--- src/rtl/fetch_queue_unit.sv ---
// Fetch stage: PC sequencer issuing reads to a 1-cycle synchronous ROM, feeding a
// PC-tagged instruction FIFO that hands off to decode over valid/ready.
module fetch_queue_unit #(
    parameter int ROM_SIZE    = 512,
    parameter int INSTR_WIDTH = 9,
    parameter int REG_WIDTH   = 8,
    parameter int QUEUE_DEPTH = 4,
    parameter int REL_BRANCH  = 1,
    localparam int AW = $clog2(ROM_SIZE) + 1
) (
    input  logic                   clk,
    input  logic                   rst_n,
    input  logic                   start,
    input  logic [AW-1:0]          start_addr,
    input  logic                   branch,
    input  logic                   taken,
    input  logic [AW-1:0]          branch_pc,
    input  logic [REG_WIDTH-1:0]   target,
    output logic                   rom_en,
    output logic [AW-1:0]          rom_addr,
    input  logic [INSTR_WIDTH-1:0] rom_data,
    output logic                   instr_valid,
    input  logic                   instr_ready,
    output logic [INSTR_WIDTH-1:0] instr_out,
    output logic [AW-1:0]          instr_pc,
    output logic                   halted
);
    localparam int QW = $clog2(QUEUE_DEPTH);
    localparam int SW = AW + 1;
    localparam logic [AW-1:0] ROM_END = AW'(ROM_SIZE);

    typedef enum logic [1:0] {IDLE, RUN, HALT} state_e;
    typedef struct packed {
        logic [INSTR_WIDTH-1:0] instr;
        logic [AW-1:0]          pc;
    } entry_t;

    state_e          state_q, state_d;
    logic [AW-1:0]   pc_q, pc_d;
    logic            infl_q, infl_d;
    logic [AW-1:0]   infl_pc_q, infl_pc_d;
    logic [QW-1:0]   rd_q, rd_d, wr_q, wr_d;
    logic [QW:0]     cnt_q, cnt_d;
    entry_t          mem_q [QUEUE_DEPTH];

    logic            redirect, issue, push, pop, tgt_ok;
    logic [QW+1:0]   occ;
    logic signed [SW-1:0] tgt_calc;
    logic [AW-1:0]   pc_inc;

    // New PC is evaluated one bit wider than the PC so negative results are visible.
    generate
        if (REL_BRANCH != 0) begin : g_rel
            assign tgt_calc = $signed({1'b0, branch_pc}) + SW'($signed(target));
        end else begin : g_abs
            assign tgt_calc = $signed(SW'(target));
        end
    endgenerate

    assign tgt_ok   = !tgt_calc[SW-1] && (tgt_calc[AW-1:0] < ROM_END);
    assign redirect = branch && taken && (state_q != IDLE);
    assign occ      = {1'b0, cnt_q} + {{(QW+1){1'b0}}, infl_q};
    assign issue    = (state_q == RUN) && (occ < (QW+2)'(QUEUE_DEPTH)) && (pc_q < ROM_END);
    assign push     = infl_q && !start && !redirect;
    assign pop      = (cnt_q != '0) && instr_ready;
    assign pc_inc   = pc_q + AW'(1);

    always_comb begin
        state_d   = state_q;
        pc_d      = pc_q;
        infl_d    = infl_q;
        infl_pc_d = infl_pc_q;
        rd_d      = rd_q;
        wr_d      = wr_q;
        cnt_d     = cnt_q;
        if (start) begin
            state_d = (start_addr < ROM_END) ? RUN : HALT;
            pc_d    = start_addr;
            infl_d  = 1'b0;
            rd_d    = '0;
            wr_d    = '0;
            cnt_d   = '0;
        end else if (redirect) begin
            // Out-of-range target halts but leaves the PC where it was.
            if (tgt_ok) begin
                state_d = RUN;
                pc_d    = tgt_calc[AW-1:0];
            end else begin
                state_d = HALT;
            end
            infl_d = 1'b0;
            rd_d   = '0;
            wr_d   = '0;
            cnt_d  = '0;
        end else begin
            infl_d = issue;
            if (issue) begin
                infl_pc_d = pc_q;
                pc_d      = pc_inc;
                if (pc_inc >= ROM_END) state_d = HALT;
            end else if (state_q == RUN && pc_q >= ROM_END) begin
                state_d = HALT;
            end
            if (push) wr_d = wr_q + QW'(1);
            if (pop)  rd_d = rd_q + QW'(1);
            case ({push, pop})
                2'b10:   cnt_d = cnt_q + (QW+1)'(1);
                2'b01:   cnt_d = cnt_q - (QW+1)'(1);
                default: cnt_d = cnt_q;
            endcase
        end
    end

    always_ff @(posedge clk or negedge rst_n) begin
        if (!rst_n) begin
            state_q   <= IDLE;
            pc_q      <= '0;
            infl_q    <= 1'b0;
            infl_pc_q <= '0;
            rd_q      <= '0;
            wr_q      <= '0;
            cnt_q     <= '0;
        end else begin
            state_q   <= state_d;
            pc_q      <= pc_d;
            infl_q    <= infl_d;
            infl_pc_q <= infl_pc_d;
            rd_q      <= rd_d;
            wr_q      <= wr_d;
            cnt_q     <= cnt_d;
        end
    end

    always_ff @(posedge clk) begin
        if (push) mem_q[wr_q] <= '{instr: rom_data, pc: infl_pc_q};
    end

    assign rom_en      = issue;
    assign rom_addr    = issue ? pc_q : '0;
    assign instr_valid = (cnt_q != '0);
    assign instr_out   = instr_valid ? mem_q[rd_q].instr : '0;
    assign instr_pc    = instr_valid ? mem_q[rd_q].pc : '0;
    assign halted      = (state_q == HALT) && (cnt_q == '0) && !infl_q;

endmodule

--- config.mk ---
export PLATFORM = sky130hd
export DESIGN_NAME = fetch_queue_unit
export DESIGN_NICKNAME = d
export VERILOG_FILES = /design/src/rtl/fetch_queue_unit.sv
export SDC_FILE = /design/constraint.sdc
export NUM_CORES = 1
export LEC_CHECK = 0
export CAP_MARGIN = 10
export CORE_AREA = 2 2 107 109
export CTS_CLUSTER_DIAMETER = 50
export DETAILED_ROUTE_END_ITERATION = 10
export DIE_AREA = 0 0 109 111
export PLACE_DENSITY_LB_ADDON = 0.1
export RECOVER_POWER = 25
export SLEW_MARGIN = 10
export SYNTH_ARGS = -nofsm -noshare
export SYNTH_HDL_FRONTEND = slang
export SYNTH_SLANG_ARGS = --single-unit
--- constraint.sdc ---
create_clock -name clk -period 2.4 [get_ports clk]
set_input_delay 0.48 -clock clk [delete_from_list [all_inputs] [get_ports clk]]
set_output_delay 0.48 -clock clk [all_outputs]
set_load 0.02 [all_outputs]
==> flow_summary.toml <==
[die]
core_area_um2 = 11100
core.rowCount = 39
die_w_um = 109
die_area_um2 = 12100
pin_count = 75
die_h_um = 111
initial_core_util_pct = 48.3

[job]
cap_viol_max_count = 0

[finish]
syn_to_final_growth_pct = 34.0
drive_above_1_share_pct = 29.5
nets = 599
layout_common_cells = "edfxtp_1 (76), buf_4 (55), dfrtp_1 (29)"
num_antenna_cells = 0
final_cell_area_um2 = 7170
nFillCells = 871
final_cell_count_no_fill = 685
final_common_cell = "edfxtp_1"

[logic_synthesis]
ys_seq_area_share_pct = 56.7
synth_nets = 471
yosys_warnings = 0
async_flop_share_pct = 28.3
ys_types = 60
avgSynthCellArea_um2 = 13.1
synth-edff-count = 76
synth_ff_type = "edfxtp_1"
ys_seq_elements = 106
syn-cell-area_um2 = 5350
syn_inst = 409

[pwr]
powerDensity_nw_per_um2 = 616
p_leak_nw = 2.87
ir_drop_v = 0.000340

[routing]
wl_per_cell_um = 17.2
drtPass1Iterations = 4
ant_nets = 0
wirelength_um = 11800
drc_errors = 0
drtIter0Drc = 182
via_count = 3773
via_per_inst = 5.51

[global_route]
grt_pass1_vias = 3865
antenna_found_initial = 0
globalRouteOverflowTotal = 0
grt_max_degree = 31
grt_pass1_wl_um = 19100
grt_use_total_pct = 20.4

[sta]
fin_crit_sh_pct = 96.6
finalMaxSlewViolations = 0
setup_slack_ns = 0.0810
finalHoldViolCount = 0
min_period_ns = 2.32
skew_ns = 0.0120
fmax_ghz = 0.431
setup-violations-final = 0

[worst_setup_path]
rrSetupSlack_ns = 0.09
crit_arrival_ns = 1.84
critPathBufInv = 2
rr_worst_depth = 7
reg2reg_to = "cnt_q[2]"
required_ns = 1.92
start_kind = "flop"
max_stage_delay_ns = 0.50
worst_path_max_delay_cell = "mux4_2"
crit_family = "multiplexers"
reg2reg_from = "cnt_q[2]"
cp_max_fo = 4
cp-end-kind = "primary output"
path_cells = "buf_4 -> mux4_2 -> and2_1 -> clkdlybuf4s15_1"
worst-setup-path-type = "flop to primary output"

[place]
place.gp.congestion = 0.829
dp_cells = 662
place_area_um2 = 6690
hpwl_um = 8300
io_buffer_count = 73
dp_worst_setup_slack_ns = -0.654

[cts]
htreeDepth = 3
clkLatencyLatePin_ns = 0.34
clk_pin_slew_worst_paths_ns = 0.08
clock_sinks = 106
numCtsBuffers = 9
ctsHoldBuffers = 0
cts_tree = "built"
cts-root-buf = "clkbuf_16"
cts_buffer_depth = 2

[outcome]
status = "completed"

[worst_hold_path]
min_path_type = "flop to flop"
hold_start = "infl_pc_q[0]"
min_path_cells = 0
min_to = "mem_q[3][0]"
==> power by group <==
part | internal, W | total (W) | switching [W] | leakage [nW]
registers | 0.00215 | 0.00229 | 0.000137 | 1.06
logic | 0.000381 | 0.000737 | 0.000357 | 1.67
clock network | 0.000729 | 0.00139 | 0.000661 | 0.138
total | 0.00326 | 0.00442 | 0.00115 | 2.87
==> final cells by class <==
type	instances	area, um^2	share of cell area (%)
timing repair buffer	137	1240	17.3
inverter	14	52.6	0.733
sequential	106	3030	42.3
clock inverter	6	61.3	0.855
tap	143	179	2.50
multi-input combinational	269	2370	33.1
clock buffer	10	229	3.19
==> through the flow <==
stage / hold WS, ns / TNS [ns] / total power, W / util, %
floorplan: 0.184 / -0.0127 / 0.00268 / -
global placement: 0.487 / -6.95 / 0.00298 / 60.4
detailed placement: 0.503 / -7.41 / 0.00301 / 60.4
CTS: 0.516 / 0 / 0.00442 / 63.9
global route: 0.537 / -0.00238 / 0.00461 / 64.7
finish: 0.510 / 0 / 0.00442 / 64.7
==> routing by layer <==
layer | share of wire [%] | up-vias | track usage [%]
met3 | 4.2 | 8 | 3.94
met4 | 0.77 | 0 | 5.47
met2 | 52 | 95 | 35.2
met5 | 0 | - | 0
met1 | 43 | 1841 | 26.1
li1 | - | 1829 | -
==> timing repair <==
action,4_1_cts,5_1_grt
setup buffers,3,2
gates resized for setup,89,42
gates cloned,2,0
setup endpoints to repair,43,34
pin swaps,11,12
==> synth_stat cells, drive strengths merged, types with 3 or more instances <==
cell     count  area share [%]
or3          3            0.35
nor2        25             1.8
nor3         8            0.84
o21ai       16             1.5
mux4        19             8.0
nor3b        3            0.42
a21oi       17             1.6
o31ai        6             1.0
a211oi       4            0.56
nor2b        3            0.35
clkbuf      10            0.70
inv         13            0.91
xor2         7             1.1
mux2i        3            0.56
ha          17             4.0
nand2       21             1.5
buf         11             1.2
nand4        6            0.70
mux2         9             1.9
and2        20             2.3
nand2b       7            0.82
a211o        3            0.49
edfxtp      76              43
dfrtp       30              14
o211ai       6            0.84
and3        12             1.4
nand3        9            0.84
o2111ai      3            0.49
o211a        3            0.56
xnor2        6            0.98
a21o         3            0.42
==> worst max path at each step <==
stage / start / end / slack, ns / depth (start not counted)
after global placement: branch_pc[0] / pc_q[5] / -0.61 / 10
after floorplan: branch_pc[0] / pc_q[5] / -0.01 / 10
after detailed placement: branch_pc[0] / pc_q[6] / -0.65 / 10
after global routing: branch_pc[0] / pc_q[7] / -0.002 / 10
final: rd_q[0] / instr_out[2] / 0.08 / 4
after CTS: rd_q[0] / instr_out[0] / 0.0008 / 5
==> sequential cells by signal, summed over array words and instances (netlist names) <==
name,cells
rd_q,2
infl_q,1
infl_pc_q,10
cnt_q,3
mem_q,76
wr_q,2
pc_q,10
state_q,2
==> kinds of logic after synthesis <==
family	count (synthesis)	share of synthesized area (%)
other	1	0.0701
multiplexers	31	10.5
flip-flops	106	56.7
adder cells (fa/ha/maj)	19	4.73
AO/OA/AOI/OAI	82	10.9
buffers and inverters	35	2.85
XOR/XNOR	13	2.13
AND/OR/NAND/NOR	122	12.2
No activity file was read; power rests on OpenSTA's default activity.
